[src/rtl/sram_ot_pkg.sv]
// -----------------------------------------------------------------------------
// sram_ot_pkg
// Shared constants and types for the output-feature SRAM controller.
//   WORD_AMOUNT   : words per 56x56 output map (one word per pixel)
//   BIT_PER_WORD  : signed partial-sum / SRAM word width
//   ADDR_W        : SRAM address width
//   SAT_MAX/MIN   : saturation limits of a BIT_PER_WORD signed word
//   state_t       : controller states
// Optional build macro used by the controller: SRAM_OT_RELU_EN.
// -----------------------------------------------------------------------------
package sram_ot_pkg;

    localparam int WORD_AMOUNT  = 3136;
    localparam int BIT_PER_WORD = 25;
    localparam int ADDR_W       = $clog2(WORD_AMOUNT);
    localparam int SUM_W        = BIT_PER_WORD + 1;

    localparam logic [BIT_PER_WORD-1:0] SAT_MAX = {1'b0, {(BIT_PER_WORD-1){1'b1}}};
    localparam logic [BIT_PER_WORD-1:0] SAT_MIN = {1'b1, {(BIT_PER_WORD-1){1'b0}}};
    localparam logic [ADDR_W-1:0]       LAST_ADDR = ADDR_W'(WORD_AMOUNT - 1);

    typedef enum logic [2:0] {
        ST_IDLE,
        ST_WR,
        ST_ACC_RD,
        ST_ACC_WR,
        ST_DRN_RD,
        ST_DRN_HOLD
    } state_t;

endpackage

[src/rtl/sram_ot_sat_add.sv]
// -----------------------------------------------------------------------------
// sram_ot_sat_add
// Combinational signed saturating adder with an optional ReLU stage.
// Ports:
//   a, b : signed BIT_PER_WORD operands
//   relu : when 1, a negative saturated result is replaced by 0
//   y    : saturated (and optionally rectified) result
// -----------------------------------------------------------------------------
module sram_ot_sat_add
    import sram_ot_pkg::*;
(
    input  logic [BIT_PER_WORD-1:0] a,
    input  logic [BIT_PER_WORD-1:0] b,
    input  logic                    relu,
    output logic [BIT_PER_WORD-1:0] y
);

    logic [SUM_W-1:0]        sum;
    logic [BIT_PER_WORD-1:0] sat;

    always_comb begin
        // One guard bit is enough: the sum of two BIT_PER_WORD values
        // always fits in SUM_W bits.
        sum = {a[BIT_PER_WORD-1], a} + {b[BIT_PER_WORD-1], b};

        // The two top bits disagree exactly when the result left the
        // BIT_PER_WORD range; the guard bit tells the direction.
        if (sum[SUM_W-1] != sum[SUM_W-2]) begin
            sat = sum[SUM_W-1] ? SAT_MIN : SAT_MAX;
        end else begin
            sat = sum[BIT_PER_WORD-1:0];
        end

        y = (relu && sat[BIT_PER_WORD-1]) ? '0 : sat;
    end

endmodule

[src/rtl/sram_ot_ctrl.sv]
// -----------------------------------------------------------------------------
// sram_ot_ctrl
// Sequencing controller for the single-port output-feature SRAM. Accumulates
// raster-ordered partial sums over several channel passes (overwrite on the
// first pass, read-modify-write afterwards) and drains the finished map.
// Ports:
//   clk, rst_n                        : clock, asynchronous active-low reset
//   pass_start, first_pass, last_pass : pass launch and its sampled mode bits
//   ps_valid/ps_ready/ps_data         : partial-sum stream input
//   drain_start                       : launch a full-map drain
//   out_valid/out_ready/out_data/out_last : drain stream output
//   busy, pass_done                   : status
//   sram_we/addr/din/dout/final_flag  : SRAM port (1-cycle read latency)
// Build macro: SRAM_OT_RELU_EN -- when defined, values written during a
// last_pass pass are clamped at 0 when negative.
// -----------------------------------------------------------------------------
module sram_ot_ctrl
    import sram_ot_pkg::*;
(
    input  logic                    clk,
    input  logic                    rst_n,
    input  logic                    pass_start,
    input  logic                    first_pass,
    input  logic                    last_pass,
    input  logic                    ps_valid,
    output logic                    ps_ready,
    input  logic [BIT_PER_WORD-1:0] ps_data,
    input  logic                    drain_start,
    output logic                    out_valid,
    input  logic                    out_ready,
    output logic [BIT_PER_WORD-1:0] out_data,
    output logic                    out_last,
    output logic                    busy,
    output logic                    pass_done,
    output logic                    sram_we,
    output logic [ADDR_W-1:0]       sram_addr,
    output logic [BIT_PER_WORD-1:0] sram_din,
    input  logic [BIT_PER_WORD-1:0] sram_dout,
    output logic                    sram_final_flag
);

    state_t                  state_reg, state_next;
    logic [ADDR_W-1:0]       addr_reg;
    logic                    final_flag_reg;
    logic                    pass_done_reg;
    logic                    acc_first_reg;
    logic [BIT_PER_WORD-1:0] hold_reg;
    logic                    drn_first_reg;
    logic                    out_valid_reg;
    logic [BIT_PER_WORD-1:0] out_data_reg;

    logic                    ps_hs;
    logic                    drn_hs;
    logic                    last_word;
    logic                    relu_active;
    logic [BIT_PER_WORD-1:0] add_a;
    logic [BIT_PER_WORD-1:0] add_y;

`ifdef SRAM_OT_RELU_EN
    assign relu_active = final_flag_reg;
`else
    assign relu_active = 1'b0;
`endif

    assign last_word = (addr_reg == LAST_ADDR);
    assign ps_ready  = (state_reg == ST_WR) || (state_reg == ST_ACC_WR);
    assign ps_hs     = ps_valid && ps_ready;
    assign drn_hs    = (state_reg == ST_DRN_HOLD) && out_valid_reg && out_ready;

    // The SRAM word arrives only in the first ACC_WR cycle; later stall
    // cycles use the copy kept in hold_reg. First passes add nothing.
    always_comb begin
        add_a = '0;
        if (state_reg == ST_ACC_WR) begin
            add_a = acc_first_reg ? sram_dout : hold_reg;
        end
    end

    sram_ot_sat_add u_sat_add (
        .a    (add_a),
        .b    (ps_data),
        .relu (relu_active),
        .y    (add_y)
    );

    assign sram_we         = ps_hs;
    assign sram_addr       = addr_reg;
    assign sram_din        = ps_hs ? add_y : '0;
    assign sram_final_flag = final_flag_reg;
    assign busy            = (state_reg != ST_IDLE);
    assign pass_done       = pass_done_reg;
    assign out_valid       = out_valid_reg;
    assign out_data        = out_data_reg;
    assign out_last        = out_valid_reg && last_word;

    // State register
    always_ff @(posedge clk or negedge rst_n) begin
        if (!rst_n) begin
            state_reg <= ST_IDLE;
        end else begin
            state_reg <= state_next;
        end
    end

    // Next-state logic
    always_comb begin
        state_next = state_reg;
        case (state_reg)
            ST_IDLE: begin
                // pass_start has priority; a simultaneous drain_start is lost.
                if (pass_start) begin
                    state_next = first_pass ? ST_WR : ST_ACC_RD;
                end else if (drain_start) begin
                    state_next = ST_DRN_RD;
                end
            end
            ST_WR: begin
                if (ps_hs && last_word) state_next = ST_IDLE;
            end
            ST_ACC_RD: begin
                state_next = ST_ACC_WR;
            end
            ST_ACC_WR: begin
                if (ps_hs) state_next = last_word ? ST_IDLE : ST_ACC_RD;
            end
            ST_DRN_RD: begin
                state_next = ST_DRN_HOLD;
            end
            ST_DRN_HOLD: begin
                if (drn_hs) state_next = last_word ? ST_IDLE : ST_DRN_RD;
            end
            default: begin
                state_next = ST_IDLE;
            end
        endcase
    end

    // Datapath registers
    always_ff @(posedge clk or negedge rst_n) begin
        if (!rst_n) begin
            addr_reg       <= '0;
            final_flag_reg <= 1'b0;
            pass_done_reg  <= 1'b0;
            acc_first_reg  <= 1'b0;
            hold_reg       <= '0;
            drn_first_reg  <= 1'b0;
            out_valid_reg  <= 1'b0;
            out_data_reg   <= '0;
        end else begin
            pass_done_reg <= ps_hs && last_word;
            acc_first_reg <= (state_reg == ST_ACC_RD);
            drn_first_reg <= (state_reg == ST_DRN_RD);

            if ((state_reg == ST_IDLE) && pass_start) begin
                final_flag_reg <= last_pass;
            end

            if ((state_reg == ST_ACC_WR) && acc_first_reg) begin
                hold_reg <= sram_dout;
            end

            if (ps_hs || drn_hs) begin
                addr_reg <= last_word ? '0 : addr_reg + 1'b1;
            end

            // Drain word is captured on the first DRN_HOLD cycle and then
            // presented until accepted.
            if ((state_reg == ST_DRN_HOLD) && drn_first_reg) begin
                out_data_reg  <= sram_dout;
                out_valid_reg <= 1'b1;
            end else if (drn_hs) begin
                out_valid_reg <= 1'b0;
            end
        end
    end

endmodule

[config.mk]
export PLATFORM = sky130hd
export DESIGN_NAME = sram_ot_ctrl
export DESIGN_NICKNAME = d
export VERILOG_FILES = /design/src/rtl/sram_ot_pkg.sv /design/src/rtl/sram_ot_sat_add.sv /design/src/rtl/sram_ot_ctrl.sv
export SDC_FILE = /design/constraint.sdc
export NUM_CORES = 1
export LEC_CHECK = 0
export CAP_MARGIN = 20
export CORE_MARGIN = 3
export CORE_UTILIZATION = 45
export CTS_CLUSTER_SIZE = 30
export DETAILED_ROUTE_END_ITERATION = 7
export PLACE_DENSITY = 0.75
export SLEW_MARGIN = 20
export SYNTH_ARGS = -nofsm -noshare
export SYNTH_HDL_FRONTEND = slang
export SYNTH_SLANG_ARGS = --single-unit
[constraint.sdc]
create_clock -name clk -period 4.6 [get_ports clk]
set_input_delay 0.92 -clock clk [delete_from_list [all_inputs] [get_ports clk]]
set_output_delay 0.92 -clock clk [all_outputs]
set_load 0.01 [all_outputs]
Word level (Yosys, flattened, before mapping). Index checks and enable logic that the tools add are counted.

Register bits: 70. Output and inout bits: 69. Logic and storage cells: 53.

Multiplexer cells: 17. Add/sub/neg operators: 2. Equal/unequal tests: 11. Reduce and logical (&&, ||, !) cells: 14.

Operators with widths (number): 25-bit two-way mux (5); 25-bit by 25-bit adder with 26-bit output (1); 3-bit two-way mux (6); 3-bit one-hot mux with 6 select lines (1); 12-bit by 1-bit adder with 12-bit output, second input constant (1); 12-bit equality test, second input constant (1); 12-bit two-way mux (1); 1-bit logical AND (8); 3-bit by 2-bit equality test with 1-bit output, second input constant (2); 3-bit equality test, second input constant (2); 2-bit two-way mux (2); 2-bit inequality test, second input constant (2); 4-bit AND reduction (1); 3-bit by 1-bit equality test with 1-bit output, second input constant (1); 3-bit logical NOT (1); 3-bit inequality test, second input constant (1); 3-bit nonzero test (1); 1-bit logical OR (2); 1-bit two-way mux (2); 2-bit by 1-bit inequality test with 1-bit output, second input constant (1); 2-bit nonzero test (1); 1-bit inequality test (1).

Depth between registers and ports, before layout.
Depth after elaboration: 6. Depth in mapped cells: 16. Gate-level depth less buffers: 13.

Modules after synthesis. A second synthesis with hierarchy kept.

Cells, all modules: 514. Area, all modules: 5032.3 um^2.

Modules (own cells, without submodules): sram_ot_ctrl (cells each 300, area each 3447.1 um^2, times used 1); sram_ot_sat_add (cells each 214, area each 1585.3 um^2, times used 1).

Worst setup path after synthesis. Ideal clock, no wire load.

Path kind: flip-flop to output port. From: register acc_first_reg. To: output sram_din[15]. Required time: 3680 ps. Setup slack: -83 ps. Arrival time: 3763 ps. Buffers on the path: 3. Stages on the path, launching flop included: 16. Path through: dfrtp_1 > clkbuf_1 > clkbuf_1 > mux2i_1 > nor2_1 > ha_1 > fa_1 > a21o_1 > a221oi_2 > a211oi_2 > o211ai_1 > a21oi_2 > a211oi_2 > a22oi_4 > buf_6 > o21a_1.

Longest elaborated chain between the ends: 6.

RTL lines: from (decl) (line sram_ot_ctrl.sv:46) `logic acc_first_reg;`; from (signal assigned) (line sram_ot_ctrl.sv:151) `acc_first_reg <= (state_reg == ST_ACC_RD);`; 25-bit two-way mux (*) (line sram_ot_ctrl.sv:75) `add_a = acc_first_reg ? sram_dout : hold_reg;`; 25-bit two-way mux (*) (line sram_ot_ctrl.sv:74) `if (state_reg == ST_ACC_WR) begin`; 25-bit by 25-bit adder with 26-bit output (*) (line sram_ot_sat_add.sv:24) `sum = {a[BIT_PER_WORD-1], a} + {b[BIT_PER_WORD-1], b};`; 25-bit two-way mux / 1-bit inequality test (equally long branches) (line sram_ot_sat_add.sv:29, sram_ot_sat_add.sv:28); 25-bit two-way mux (*) (line sram_ot_sat_add.sv:28) `if (sum[SUM_W-1] != sum[SUM_W-2]) begin`; 25-bit two-way mux (*) (line sram_ot_ctrl.sv:88) `assign sram_din = ps_hs ? add_y : '0;`; to (decl) (line sram_ot_ctrl.sv:37) `output logic [BIT_PER_WORD-1:0] sram_din,`.

Mark *: on every way between the ends. The rest lies on a longest branch, timed or not.

Worst setup path after layout.
From: input ps_data[3]. To: output sram_din[3].

Longest elaborated chain between the ends: 4.

RTL lines: from (decl) (line sram_ot_ctrl.sv:27) `input logic [BIT_PER_WORD-1:0] ps_data,`; 25-bit by 25-bit adder with 26-bit output (*) (line sram_ot_sat_add.sv:24); 25-bit two-way mux / 1-bit inequality test (equally long branches) (line sram_ot_sat_add.sv:29, sram_ot_sat_add.sv:28); 25-bit two-way mux (*) (line sram_ot_sat_add.sv:28); 25-bit two-way mux (*) (line sram_ot_ctrl.sv:88).

Marks and branches as above.

==> flow_summary.ini <==
[placed_design]
hpwl_um = 10100
place_congestion = 0.858
place_inst = 795
port_buffers = 126

[drt]
vias = 4537
wl_per_cell_um = 16.6
drt_iter0_drc = 147
viasPerCell = 5.36
dr.pass1.iters = 4
antenna_left = 0
drc = 0
wirelength_um = 14100

[yosys]
synthCells = 471
ys_seq_area_frac = 0.371
synth_nets = 556
ys_warn_count = 0
ys_types = 56
synth_flop_cell = dfrtp_1
synth_area_um2 = 4720
synth_seq_cells = 70
synthArstFlopShare = 1.00
synth_edf_count = 0
synth_area_per_cell_um2 = 10.0

[critical_path]
arrival_ps = 3910
crit_path_end_kind = output pin
r2r_cells = 5
crit_path_max_fanout = 6
rrSetupSlack_ps = 2500
regToRegStartpoint = acc_first_reg
critPathLaunchType = input pin
crit_type = in -> out
crit_path_start = ps_data[3]
crit_required_ps = 3680
r2r_end = hold_reg[9]

[power_and_ir_drop]
pwr-share-comb = 0.556
power_switching_mw = 1.20
p_int_mw = 2.24
max-vdd-ir-drop_mv = 0.295
switching_share = 0.349
seqPwrFrac = 0.300
power_frac_clock = 0.144
power_density_nw_per_um2 = 467
p_leak_nw = 3.42

[clocking]
root_buffer = clkbuf_8
clk_pin_slew_worst_paths_ps = 70
tritoncts = built
clock-sinks = 70
cts_max_level = 3
cts_inserted_buffers = 9
cts_buffer_depth = 2
insertion_delay_ps = 350
ctsHoldBuffers = 0

[hold_path]
holdCritStartpoint = out_data[18]
hold_end = out_data[18]
hp-class = reg -> reg
whs_path_depth = 1

[die]
dieHeight_um = 108
dieArea_um2 = 11700
io_pins = 127
core_area_um2 = 10000
rows = 36
die_x_um = 108
initial_core_util = 0.472

[run_status]
violations = setup timing
run_status = finished, violations left

[final_layout]
nNetsFinal = 793
post-route-util = 0.738
fin_cells = 847
synthToLayoutAreaGrowth_pct = 56.5
layout-drive-gt1-share = 0.373

[global_route]
grt_antenna_before_repair = 2
grt_pass1_wl_um = 22300
grt_pass1_vias = 4650
overflow = 0
grt.total_usage = 0.240
grt_max_degree = 71

[timing]
setup_viol = 24
finalMaxSlewViolations = 0
period_share = 1.05
setup_ws_ps = -229
worst_slew_pin_slew_ps = 886
rsz0062_at_grt = true
period_needed_ps = 4830
skew_ps = 7.68
fmax_mhz = 207
hold_viol = 0
slew_headroom = 0.409

[flow_run]
cap_violations = 0
-- synthesized netlist by cell type (4+ instances only) --
master / n / area (µm²)
inv_1: 7 / 26.3
and3_1: 6 / 37.5
mux2_2: 53 / 597
and2_1: 4 / 25.0
nand3_1: 11 / 55.1
dfrtp_1: 70 / 1750
nand4_1: 5 / 31.3
o21ai_0: 16 / 80.1
ha_1: 26 / 325
a21o_1: 7 / 52.6
nor2_1: 54 / 203
o21a_1: 25 / 188
mux2i_1: 26 / 260
a21oi_1: 27 / 135
nor3_1: 5 / 25.0
xor2_1: 8 / 70.1
nand2b_1: 5 / 31.3
nand2_1: 22 / 82.6
xnor2_1: 20 / 175
nor2b_1: 6 / 37.5
clkbuf_1: 14 / 52.6
-- how the worst max path moves through the flow --
stage	cells after the start	slack [ps]	to
5_1_grt	16	-360	sram_din[19]
4_1_cts	17	-180	sram_din[19]
6_report	14	-230	sram_din[3]
3_3_place_gp	16	-790	sram_din[11]
2_1_floorplan	15	90	sram_din[15]
3_5_place_dp	16	-870	sram_din[3]
-- routing by layer --
metal  wire length (µm)  share of wire  vias up  global-route usage
met5                  7        0.00050        -                   0
met4                284          0.020        2              0.0784
met3                577          0.041       25              0.0442
met2               7160           0.51      120               0.419
met1               6030           0.43     2198               0.299
li1                   -              -     2192                   -
-- final cells by class --
class / count / area (µm²)
timing repair buffer: 245 / 2180
multi-input combinational: 375 / 3060
antenna: 1 / 2.50
fill: 711 / 2620
inverter: 7 / 26.3
tap: 133 / 166
clock buffer: 13 / 149
sequential: 70 / 1750
clock inverter: 3 / 43.8
-- cell families after synthesis --
group / share of synthesized area
AOI/OAI and AO/OA: 0.163
adders and majority gates: 0.0732
buffers and inverters: 0.0244
and+or+nand+nor: 0.135
xor gates and xnor gates: 0.0520
DFF: 0.371
muxes: 0.182
-- metrics by stage --
stage	instance area, µm²	worst slack, ps	hold WS (ps)	setup TNS [ps]	power, mW
after global routing	7380	-364	516	-5910	3.66
after detailed placement	6730	-874	492	-20220	2.79
after CTS	7150	-184	509	-1420	3.36
after floorplan	4720	94.7	479	0	1.92
final	7380	-229	504	-4120	3.44
after global placement	6730	-790	486	-18490	2.73
-- cells in the final DEF (no fill, tap or decap), types with 3 or more instances in the layout --
| master | count |
|---|---|
| a21oi_1 | 19 |
| buf_4 | 101 |
| o211ai_1 | 3 |
| clkdlybuf4s15_1 | 3 |
| xnor2_1 | 20 |
| nand2_1 | 21 |
| a211o_1 | 3 |
| mux2_2 | 53 |
| nor3_1 | 5 |
| mux2i_2 | 3 |
| a21oi_2 | 8 |
| nor2b_1 | 5 |
| nand2b_1 | 5 |
| clkbuf_1 | 3 |
| clkbuf_8 | 10 |
| o21a_1 | 25 |
| o21ai_2 | 5 |
| buf_6 | 10 |
| buf_12 | 8 |
| clkdlybuf4s50_1 | 78 |
| ha_1 | 19 |
| mux2i_1 | 23 |
| nor2_1 | 49 |
| and3_1 | 5 |
| a21o_1 | 7 |
| inv_1 | 6 |
| ha_4 | 5 |
| dlygate4sd2_1 | 14 |
| xor2_1 | 8 |
| nand4_1 | 5 |
| and2_1 | 4 |
| dfrtp_1 | 69 |
| o21ai_0 | 13 |
| buf_2 | 27 |
| nor2_2 | 5 |
| nand3_1 | 10 |
-- power groups by stage --
stage	combinational (mW)	clock (mW)	sequential, mW
after detailed placement	1.76	0	1.03
after floorplan	0.850	0	1.07
after CTS	1.82	0.505	1.03
after global routing	2.06	0.533	1.07
after global placement	1.72	0	1.01
final	1.92	0.495	1.03
-- critical path, cell delays in order --
cell and delay (ps):
clkdlybuf4s50_1 540, ha_4 240, a21oi_1 200, nor2b_1 90, o31a_1 290, o2111ai_2 230
a21oi_2 90, or4_4 500, a22oi_4 210, buf_4 150, buf_6 90, buf_6 110
o21a_1 110, buf_2 130
-- repair_timing --
action | CTS | global route
pin swaps | 71 | 24
endpoints found under the hold margin | 0 | 0
endpoints found under the setup margin | 25 | 25
gates resized for setup | 172 | 30
gates cloned | 2 | 2
buffers inserted | 25 | 7
(Power assumes the default switching activity.)
==> variant (config.mk and constraints unchanged) <==
The 6 states of `state_t` get a one-hot encoding in 6 bits.
--- a/src/rtl/sram_ot_pkg.sv
+++ b/src/rtl/sram_ot_pkg.sv
@@ -19,13 +19,13 @@
     localparam logic [BIT_PER_WORD-1:0] SAT_MIN = {1'b1, {(BIT_PER_WORD-1){1'b0}}};
     localparam logic [ADDR_W-1:0]       LAST_ADDR = ADDR_W'(WORD_AMOUNT - 1);
 
-    typedef enum logic [2:0] {
-        ST_IDLE,
-        ST_WR,
-        ST_ACC_RD,
-        ST_ACC_WR,
-        ST_DRN_RD,
-        ST_DRN_HOLD
+    typedef enum logic [5:0] {
+        ST_IDLE     = 6'b000001,
+        ST_WR       = 6'b000010,
+        ST_ACC_RD   = 6'b000100,
+        ST_ACC_WR   = 6'b001000,
+        ST_DRN_RD   = 6'b010000,
+        ST_DRN_HOLD = 6'b100000
     } state_t;
 
 endpackage
Formal check against the unedited RTL: same outputs for any inputs over 10 cycles, from zero or initial values and one cycle with rst_n low; not proved beyond that.
==> variant against the original RTL <==
- the flow still finishes with violations (setup timing)
- worst setup slack improved by 110 ps
- die area rose by 0.58%
- cell area rose by 1.0%
- cell count fell by 0.35%
- clock power rose by 26%
- non-clock buffer count fell by 8
- sequential share of layout area rose by 0.76 points
- first-iteration DRC count rose by 18%
- routed wire length rose by 2.1%
- power fell by 25%
- combinational power fell by 43%
- sequential cell count rose by 3
- area after synthesis rose by 0.61%
- highest routed layer is now met4
==> variant: results (changes against the original RTL) <==
- Gate power share: 42.6% (-13 points)
- Final worst slack: -118 ps (+111 ps)
- Cell Area, Placed: 0.00671 mm² (-0.30%)
- Seq/Total Area, Yosys: 38.5% (+1.4 points)
- CP peak stage delay: 390 ps (-150 ps)
- R2r setup slk: 1930 ps (-570 ps)
- Share of cells above drive strength 1: 36.6% (-0.74 points)
- R2R Path Start: state_reg[0]$_DFFE_PN1P_
- Mux contribution to synthesized area: 17.6% (-0.58 points)
- Met2 Use GR: 41.9% (about the same)
- Adder-cell share of the synthesized area: 7.28% (-0.044 points)
- Vias post-DR: 4,620 (+1.8%)
- Worst-Margin Slew: 912 ps (+25.2 ps)
- Number of global-route vias before repair: 4,697 (+1.0%)
- Final Non-Filler Cells: 844 (-0.35%)
- Yosys cell types: 62 (+11%)
- WL per Instance: 17.0 µm (+2.5%)
- Failing checks: setup timing
- Static Leak: 3.39 nW (-0.75%)
- P_int: 1.75 mW (-22%)
- Worst Path Arrival: 3800 ps (-110 ps)
- Total GRT Usage: 23.9% (-0.13 points)
- Syn nets: 557 (+0.18%)
- FF-to-FF End: out_data[13]$_DFFE_PN0P_
- Hold_sp: out_data[5]$_DFFE_PN0P_
- Pre-CTS WS: -1150 ps (-275 ps)
- Top post-synthesis cells by area: dfrtp_1 (38%), mux2_2 (12%), ha_1 (6.9%)
- Power Combinational: 1.10 mW (-43%)
- Placed cell count: 796 (+0.13%)
- Slowest stage cell, crit path: dfrtp_1
- Crit-path max FO: 12 (+6)
- Diode count: 0 (-1)
- Fin Setup TNS: -1870 ps (+2250 ps)
- Register share of total power: 33.1% (+3.1 points)
- Crit path capture: sram_din[22]
- Status: complete, but fails checks
- DRT Pass-1 Iters: 6 (+2)
- Maximum number of pins on one net before global-route repair: 74 (+4.2%)
- Setup violators final: 23 (-4.2%)
-- variant: worst max-delay path: cells and delay by family, from the launching register on --
family,cells,cell delay [ps]
adders and majority gates,1,310
DFF,1,390
AOI/OAI and AO/OA,7,1040
and+or+nand+nor,4,940
buffers and inverters,5,770
-- variant: per-layer routing --
layer	vias up	share of wire (%)
met1	2262	42
met5	-	0
li1	2195	-
met3	22	5.6
met4	0	1.9
met2	141	51
-- variant: final cells by class --
| class | count | area [µm²] |
|---|---|---|
| multi-input cells | 373 | 3110 |
| fillers | 687 | 2540 |
| repair buffers | 237 | 2070 |
| flip-flops and latches | 73 | 1830 |
| well taps | 133 | 166 |
| clock buffers | 10 | 128 |
| clock inverters | 6 | 115 |
| inverters | 12 | 45.0 |
-- variant: what timing repair did --
| item | CTS | global route |
|---|---|---|
| pin swaps | 36 | 27 |
| gates resized for setup | 149 | 43 |
| cloned | 1 | 0 |
| buffers inserted | 27 | 5 |
| setup endpoints to repair | 25 | 25 |
